<file path="config.mk">
export PLATFORM = sky130hd
export DESIGN_NAME = tx_sample_pacer
export DESIGN_NICKNAME = d
export VERILOG_FILES = /design/src/rtl/tx_sample_pacer.sv
export SDC_FILE = /design/constraint.sdc
export NUM_CORES = 1
export LEC_CHECK = 0
export CAP_MARGIN = 40
export CORE_ASPECT_RATIO = 0.75
export CORE_MARGIN = 5
export CORE_UTILIZATION = 30
export DETAILED_ROUTE_END_ITERATION = 16
export GPL_TIMING_DRIVEN = 0
export PLACE_DENSITY = 0.62
export SLEW_MARGIN = 5
export SYNTH_ARGS = -nofsm -noshare
export SYNTH_HDL_FRONTEND = slang
export SYNTH_SLANG_ARGS = --single-unit
</file>
<file path="constraint.sdc">
create_clock -name i_sys_clk -period 1.7 [get_ports i_sys_clk]
set_clock_uncertainty 0.15 [all_clocks]
set_input_delay 0.17 -clock i_sys_clk [delete_from_list [all_inputs] [get_ports i_sys_clk]]
set_output_delay 0.17 -clock i_sys_clk [all_outputs]
set_load 0.02 [all_outputs]
</file>
<file path="src/rtl/tx_sample_pacer.sv">
// TX sample pacer: pulls words from the TX FIFO, presents them to the serializer over
// valid/ready, inserts programmable idle gaps and counts FIFO underruns.
module tx_sample_pacer #(
    parameter int unsigned SAMPLE_W = 32,
    parameter int unsigned GAP_W    = 4,
    parameter int unsigned CNT_W    = 16
) (
    input  logic                i_sys_clk,
    input  logic                i_rst,
    input  logic [GAP_W-1:0]    i_tx_sample_gap,
    input  logic [7:0]          i_tx_control_word,
    input  logic                i_fifo_empty,
    input  logic [SAMPLE_W-1:0] i_fifo_data,
    output logic                o_fifo_pull,
    output logic [SAMPLE_W-1:0] o_sample,
    output logic                o_sample_valid,
    input  logic                i_sample_ready,
    output logic [CNT_W-1:0]    o_underrun_count,
    output logic                o_busy
);

    typedef enum logic [2:0] {
        IDLE    = 3'd0,
        PULL    = 3'd1,
        LATCH   = 3'd2,
        PRESENT = 3'd3,
        GAP     = 3'd4
    } state_t;

    state_t             state;
    logic [GAP_W-1:0]   gap_cnt;
    logic [CNT_W-1:0]   underrun_cnt;
    logic               src_fifo;
    logic               stall_seen;

    logic enable;
    logic zero_fill;
    logic cnt_clear;
    logic cnt_max;
    logic underrun_evt;
    logic handshake;

    assign enable    = i_tx_control_word[0];
    assign zero_fill = i_tx_control_word[1];
    assign cnt_clear = i_tx_control_word[2];
    assign cnt_max   = (underrun_cnt == {CNT_W{1'b1}});
    assign handshake = o_sample_valid && i_sample_ready;

    // A stall counts once; zero-fill counts every substituted sample.
    assign underrun_evt = (state == PULL) && enable && i_fifo_empty
                          && (zero_fill || !stall_seen);

    // Pop strobe is decoded in the PULL cycle so read data lands during LATCH.
    assign o_fifo_pull      = (state == PULL) && enable && !i_fifo_empty && !i_rst;
    assign o_busy           = (state != IDLE);
    assign o_underrun_count = underrun_cnt;

    always_ff @(posedge i_sys_clk) begin
        if (i_rst) begin
            state          <= IDLE;
            o_sample       <= '0;
            o_sample_valid <= 1'b0;
            gap_cnt        <= '0;
            underrun_cnt   <= '0;
            src_fifo       <= 1'b0;
            stall_seen     <= 1'b0;
        end else begin
            if (cnt_clear) begin
                underrun_cnt <= '0;
            end else if (underrun_evt && !cnt_max) begin
                underrun_cnt <= underrun_cnt + CNT_W'(1);
            end

            case (state)
                IDLE: begin
                    if (enable) begin
                        state <= PULL;
                    end
                end
                PULL: begin
                    if (!enable) begin
                        state      <= IDLE;
                        stall_seen <= 1'b0;
                    end else if (!i_fifo_empty) begin
                        src_fifo   <= 1'b1;
                        stall_seen <= 1'b0;
                        state      <= LATCH;
                    end else if (zero_fill) begin
                        src_fifo   <= 1'b0;
                        stall_seen <= 1'b0;
                        state      <= LATCH;
                    end else begin
                        stall_seen <= 1'b1;
                    end
                end
                LATCH: begin
                    o_sample       <= src_fifo ? i_fifo_data : '0;
                    o_sample_valid <= 1'b1;
                    state          <= PRESENT;
                end
                PRESENT: begin
                    // Enable is deliberately ignored so a presented sample always completes.
                    if (handshake) begin
                        o_sample_valid <= 1'b0;
                        gap_cnt        <= i_tx_sample_gap;
                        if (i_tx_sample_gap == '0) begin
                            state <= PULL;
                        end else begin
                            state <= GAP;
                        end
                    end
                end
                GAP: begin
                    if ((gap_cnt == GAP_W'(1)) || (gap_cnt == '0)) begin
                        state <= PULL;
                    end else begin
                        gap_cnt <= gap_cnt - GAP_W'(1);
                    end
                end
                default: begin
                    state          <= IDLE;
                    o_sample_valid <= 1'b0;
                end
            endcase
        end
    end

endmodule

</file>
==> qor.txt, run 1 <==
outcome: complete, but fails checks
RSZ-0062 raised after global routing: true
EDFF count, synth: 0
sequential power share: 39.5%
Buffers on Ports: 92
Comb power frac: 13.3%
WL met1: 4.096 mm
placed instance count: 525
DR WL/cell: 15.58 um
Slew HR: 60.83%
pwr/cell area: 784.7 nW/um^2
clock network power share: 47.2%
ANT nets after route: 0
Non-Filler Instances: 561
Setup Crit Path Kind: reg2reg
Leak: 0.001661 uW
met2 wire length: 4.020 mm
Reg clk slew, reported paths: 0.06 ns
Gate Count Post-Synth: 325
most frequent cells in the layout: clkdlybuf4s50_1 (77), nand2_1 (48), dfxtp_1 (45), nand3_1 (37), a21oi_1 (37)
Synth cell types: 39
CORE AREA: 8418 um^2
final worst path period share: 108.9%
initial antenna violation count: 0
die height: 90.24 um
CP endpoint kind: flop
Starting Density: 30.59%
NetSw: 936.1 uW
Req. time, crit path: 1.80 ns
number of remaining DRC errors: 0
clock root cell: clkbuf_16
Layout area overhead: 74.59%
Main synth FF type: dfxtp_1
Worst Hold Class: in2reg
vias in the first global route: 2722
Yosys reg bits: 58
Slew Limit Fails: 0
Crit Path Max Fanout: 6
CTS Buf Count: 9
Hold Buf Count CTS: 0
sequential share of the synthesized area: 45.09%
latest clock arrival within the worst-skew pair: 0.32 ns
routed length on met3: 508 um
PnR Total Power: 3528 uW
reg2reg path depth: 5
setup ws final: -0.1509 ns
first-pass GRT wire length: 13.92 mm
gpl congestion: 0.8430
Tmin final: 1.851 ns
IO Pins: 99
Clock Sinks: 58
gr ovfl total: 0
die width: 117.0 um
Total GRT Usage: 16.40%
synth warn: 0
failing checks: setup timing
uppermost routed layer: met4
FMAX: 540.3 MHz
First-pass DRT Iterations: 4
vias per inst: 5.037
largest net degree at the start of global routing: 13
commonest non-fill, non-tap cell in the layout: clkdlybuf4s50_1
Avg Synthesized Cell Area: 7.923 um^2
Hold Crit Depth: 2
share of flip-flops with an asynchronous set or reset: 0%
sw frac: 26.54%
Max-Cap Viols: 0
CTS tree: done
cell row count: 29
die footprint: 10560 um^2
Pint: 2592 uW
via count: 2826
drt total wl: 8.742 mm
post-synth net total: 376
crit path DAT: 1.96 ns
Synth Cell Area: 2575 um^2
Final Hold Vio Count: 0
share of layout cells above drive strength 1: 23.62%
H-tree levels: 3
Max Root-Sink Buffers: 2
Slew @ Worst Pin: 0.5875 ns
Layout Nets: 499
DRT iter0 DRCs: 116
Setup-failing EPs final: 13
# diodes: 0
VDD IR-drop max: 0.4970 mV
DPL Wire Length: 5.847 mm
crit start category: flop
==> path summary, 6_finish.rpt <==
check | endpoint | slack, ns | start
setup / recovery | o_underrun_count[15]$_SDFFE_PP0P_ | -0.15 | state[1]$_SDFFE_PP0P_
hold / removal | state[0]$_SDFFE_PP0P_ | 0.19 | i_rst
setup reg to reg | o_underrun_count[15]$_SDFFE_PP0P_ | -0.15 | state[1]$_SDFFE_PP0P_
hold reg to reg | o_sample[16]$_SDFFE_PP0N_ | 0.30 | o_sample[16]$_SDFFE_PP0N_
==> timing repair <==
item                                    CTS  global route
endpoints found under the setup margin   58            57
cloned                                    2             0
buffers inserted                         12             8
gates resized for setup                  53            81
pin swaps                                22            17
==> worst max-delay path, cell delays in order, from the launching register on <==
cell and delay, ns:
dfxtp_4 0.36, and4bb_2 0.35, nand3_4 0.10, nand4bb_4 0.25
or4_4 0.45, a21oi_2 0.14
==> sequential cells by signal, indices dropped and copies added, names as in the netlist <==
signal	count
stall_seen	1
o_sample	32
state	3
o_sample_valid	1
gap_cnt	4
o_underrun_count	16
src_fifo	1
==> cells by family (layout without fill, tap and decap cells) <==
group	Yosys count	in the layout	synth area share, %
AOI/OAI and AO/OA	67	67	14.53
muxes	1	1	0.3887
and+or+nand+nor	156	156	30.42
buffers and inverters	30	158	4.713
xor gates and xnor gates	10	10	3.402
DFF	58	58	45.09
adders and majority gates	3	3	1.458
==> layout make-up <==
class                           instances  area [um^2]
Buffer                                 23        172.7
Tap cell                              108        135.1
Fill cell                             802         3923
Clock inverter                          7        53.80
Inverter                                5        23.77
Multi-Input combinational cell        237         1556
Timing Repair Buffer                  114         1126
Clock buffer                            9        225.2
Sequential cell                        58         1202
==> per-layer routing <==
| layer | GRT usage (%) | vias to the layer above |
|---|---|---|
| met5 | 0 | - |
| met4 | 4.585 | 0 |
| met3 | 4.832 | 13 |
| met2 | 25.00 | 80 |
| met1 | 22.41 | 1343 |
| li1 | - | 1390 |
==> through the flow <==
step	TNS, ns	setup slack (ns)	area [um^2]	hold slack [ns]	util (%)
finish	-0.6871	-0.1509	4496	0.1885	53.40
global route	-1.896	-0.2223	4496	0.2359	53.40
CTS	-4.792	-0.1997	4243	0.1951	50.40
detailed placement	-14.81	-0.5230	3716	0.2966	44.14
global placement	-14.40	-0.5164	3716	0.2872	44.14
floorplan	-0.1599	-0.09729	2660	0.1750	-
==> power groups by stage <==
stage | Combinational, uW | Sequential (uW) | Clock [uW]
global placement | 377 | 1420 | 0
floorplan | 179 | 1430 | 0
finish | 470 | 1390 | 1670
global route | 506 | 1400 | 1770
detailed placement | 379 | 1420 | 0
CTS | 414 | 1390 | 1700
==> cell usage after synthesis (all sizes together) (4+ instances only) <==
cell type,instances,area (um^2)
nor3,13,65.06
a31oi,6,37.54
or4,4,30.03
a21oi,42,210.2
nand4,4,25.02
inv,5,18.77
dfxtp,58,1161
clkbuf,23,86.33
nand3,38,195.2
o21ai,10,50.05
nand2,52,195.2
xnor2,9,78.83
and4,4,35.03
nor2,22,82.58
No activity file was read; power rests on OpenSTA's default activity.
==> run 2, diff against run 1 <==
- GPL_ROUTABILITY_DRIVEN: not set -> 1
- RECOVER_POWER: not set -> 100
==> run 2 against run 1 <==
  * Clock-buffer cell count did not move
  * Worst hold slack got worse by 0.0017 ns
  * Via count fell by 1.2%
  * Combinational power fell by 1%
  * Non-clock buffer count did not move
  * Maximum frequency barely moved
  * Utilization fell by 0.70 points
  * The run still ends with setup timing left
  * Sequential share of layout area rose by 0.30 points
  * Critical path type unchanged
  * First-iteration DRC count fell by 20%
  * Die area did not move
==> qor.txt, run 2 (same netlist as run 1, synthesis figures left out) <==
NetSw: 933.7 uW
Non-Filler Instances: 561
CP endpoint kind: flop
global route hottest layer: met2
DPL Wire Length: 5.847 mm
Comb power frac: 13.1%
Tmin final: 1.851 ns
# diodes: 0
most frequent cells in the layout: clkdlybuf4s50_1 (74), nand2_1 (48), dfxtp_1 (47), nand3_1 (37), a21oi_1 (37)
First-pass DRT Iterations: 4
Slew @ Worst Pin: 0.5840 ns
placed instance count: 525
share of layout cells above drive strength 1: 22.08%
Final Hold Vio Count: 0
CORE AREA: 8418 um^2
commonest non-fill, non-tap cell in the layout: clkdlybuf4s50_1
Reg clk slew, reported paths: 0.06 ns
CTS Buf Count: 9
Req. time, crit path: 1.80 ns
H-tree levels: 3
Max-Cap Viols: 0
pwr/cell area: 793.5 nW/um^2
first-pass GRT wire length: 13.92 mm
Pint: 2587 uW
Reg area: 1200 um^2
outcome: complete, but fails checks
buffers plus inverters on the worst setup path: 0
crit path DAT: 1.96 ns
top cell family by delay on the critical path: simple AND/OR/NAND/NOR gates
drt total wl: 8.653 mm
Total GRT Usage: 16.40%
Max Root-Sink Buffers: 2
gpl congestion: 0.8430
DR WL/cell: 15.42 um
die width: 117.0 um
sequential power share: 39.5%
Clock Sinks: 58
Setup Crit Path Kind: reg2reg
setup ws final: -0.1515 ns
largest net degree at the start of global routing: 13
die footprint: 10560 um^2
Slew HR: 61.07%
final worst path period share: 108.9%
sw frac: 26.52%
FMAX: 540.1 MHz
Buffers on Ports: 92
grt met2 use: 25.00%
vias per inst: 4.975
Crit Path Max Fanout: 6
max reg flops: 32
IO Pins: 99
Starting Density: 30.59%
Worst Hold Class: in2reg
worst-path cell chain: and4bb_1 > nand3_4 > nand4bb_4 > or4_4 > a21oi_2
latest clock arrival within the worst-skew pair: 0.32 ns
initial antenna violation count: 0
Slew Limit Fails: 0
Leak: 0.001580 uW
crit start category: flop
final setup TNS: -1.406 ns
RSZ-0062 raised after global routing: true
ANT nets after route: 0
Layout Nets: 499
met3 GRT Util: 4.832%
die height: 90.24 um
Top reg by flops: o_sample
Layout area overhead: 72.30%
vias in the first global route: 2722
failing checks: setup timing
clock network power share: 47.3%
slowest stage cell, crit path: or4_4
Fill cells: 815
VDD IR-drop max: 0.4942 mV
Setup-failing EPs final: 38
CP max stage delay: 0.45 ns
via count: 2791
Hold Buf Count CTS: 0
clock root cell: clkbuf_16
cell row count: 29
DRT iter0 DRCs: 93
multi-input combinational cell area: 1543 um^2
M1 GR Usage: 22.41%
gr ovfl total: 0
CTS tree: done
number of remaining DRC errors: 0
==> run 2: repair_timing <==
item,CTS,global route
setup endpoints to repair,58,57
pin swaps,22,17
buffers inserted,12,8
gates cloned,2,0
resized for setup,53,81
==> run 2: path summary, 6_finish.rpt <==
path	slack, ns	from	end	cells after the start
max	-0.15	state[2]$_SDFFE_PP0P_	o_underrun_count[15]$_SDFFE_PP0P_	5
min	0.19	i_rst	state[0]$_SDFFE_PP0P_	2
max reg2reg	-0.15	state[2]$_SDFFE_PP0P_	o_underrun_count[15]$_SDFFE_PP0P_	5
min reg2reg	0.30	o_sample[16]$_SDFFE_PP0N_	o_sample[16]$_SDFFE_PP0N_	2
==> run 2: metal layers <==
metal / vias to the layer above / share of wire, %
met3: 11 / 5.7
met4: 0 / 1.2
met5: - / 0
met1: 1319 / 47
li1: 1389 / -
met2: 72 / 46
==> run 2: power groups by stage <==
stage | Combinational, uW | Sequential [uW] | Clock (uW)
finish | 463 | 1390 | 1670
global route | 502 | 1390 | 1770
CTS | 414 | 1390 | 1700
detailed placement | 379 | 1420 | 0
global placement | 377 | 1420 | 0
floorplan | 179 | 1430 | 0
==> run 2: area by class of cell <==
cell class,count,share of cell area [%]
Sequential cell,58,27.04
Tap cell,108,3.046
Timing Repair Buffer,114,24.42
Inverter,5,0.5358
Buffer,23,3.892
Multi-Input combinational cell,237,34.77
Clock buffer,9,5.076
Clock inverter,7,1.213
==> run 2: per-stage QoR <==
step / setup slack, ns / hold slack (ns) / total power (uW) / utilization [%] / cell area (um^2)
5_1_grt: -0.2223 / 0.2359 / 3669 / 52.71 / 4437
3_3_place_gp: -0.5164 / 0.2872 / 1796 / 44.14 / 3716
4_1_cts: -0.1997 / 0.1951 / 3507 / 50.40 / 4243
6_report: -0.1515 / 0.1868 / 3521 / 52.71 / 4437
2_1_floorplan: -0.09729 / 0.1750 / 1605 / - / 2660
3_5_place_dp: -0.5230 / 0.2966 / 1799 / 44.14 / 3716
==> run 3, diff against run 2 <==
- ABC_CLOCK_PERIOD_IN_PS: not set -> 1700
==> results of run 3 <==
Final layout, timing and power as in run 2 (identical DEF).
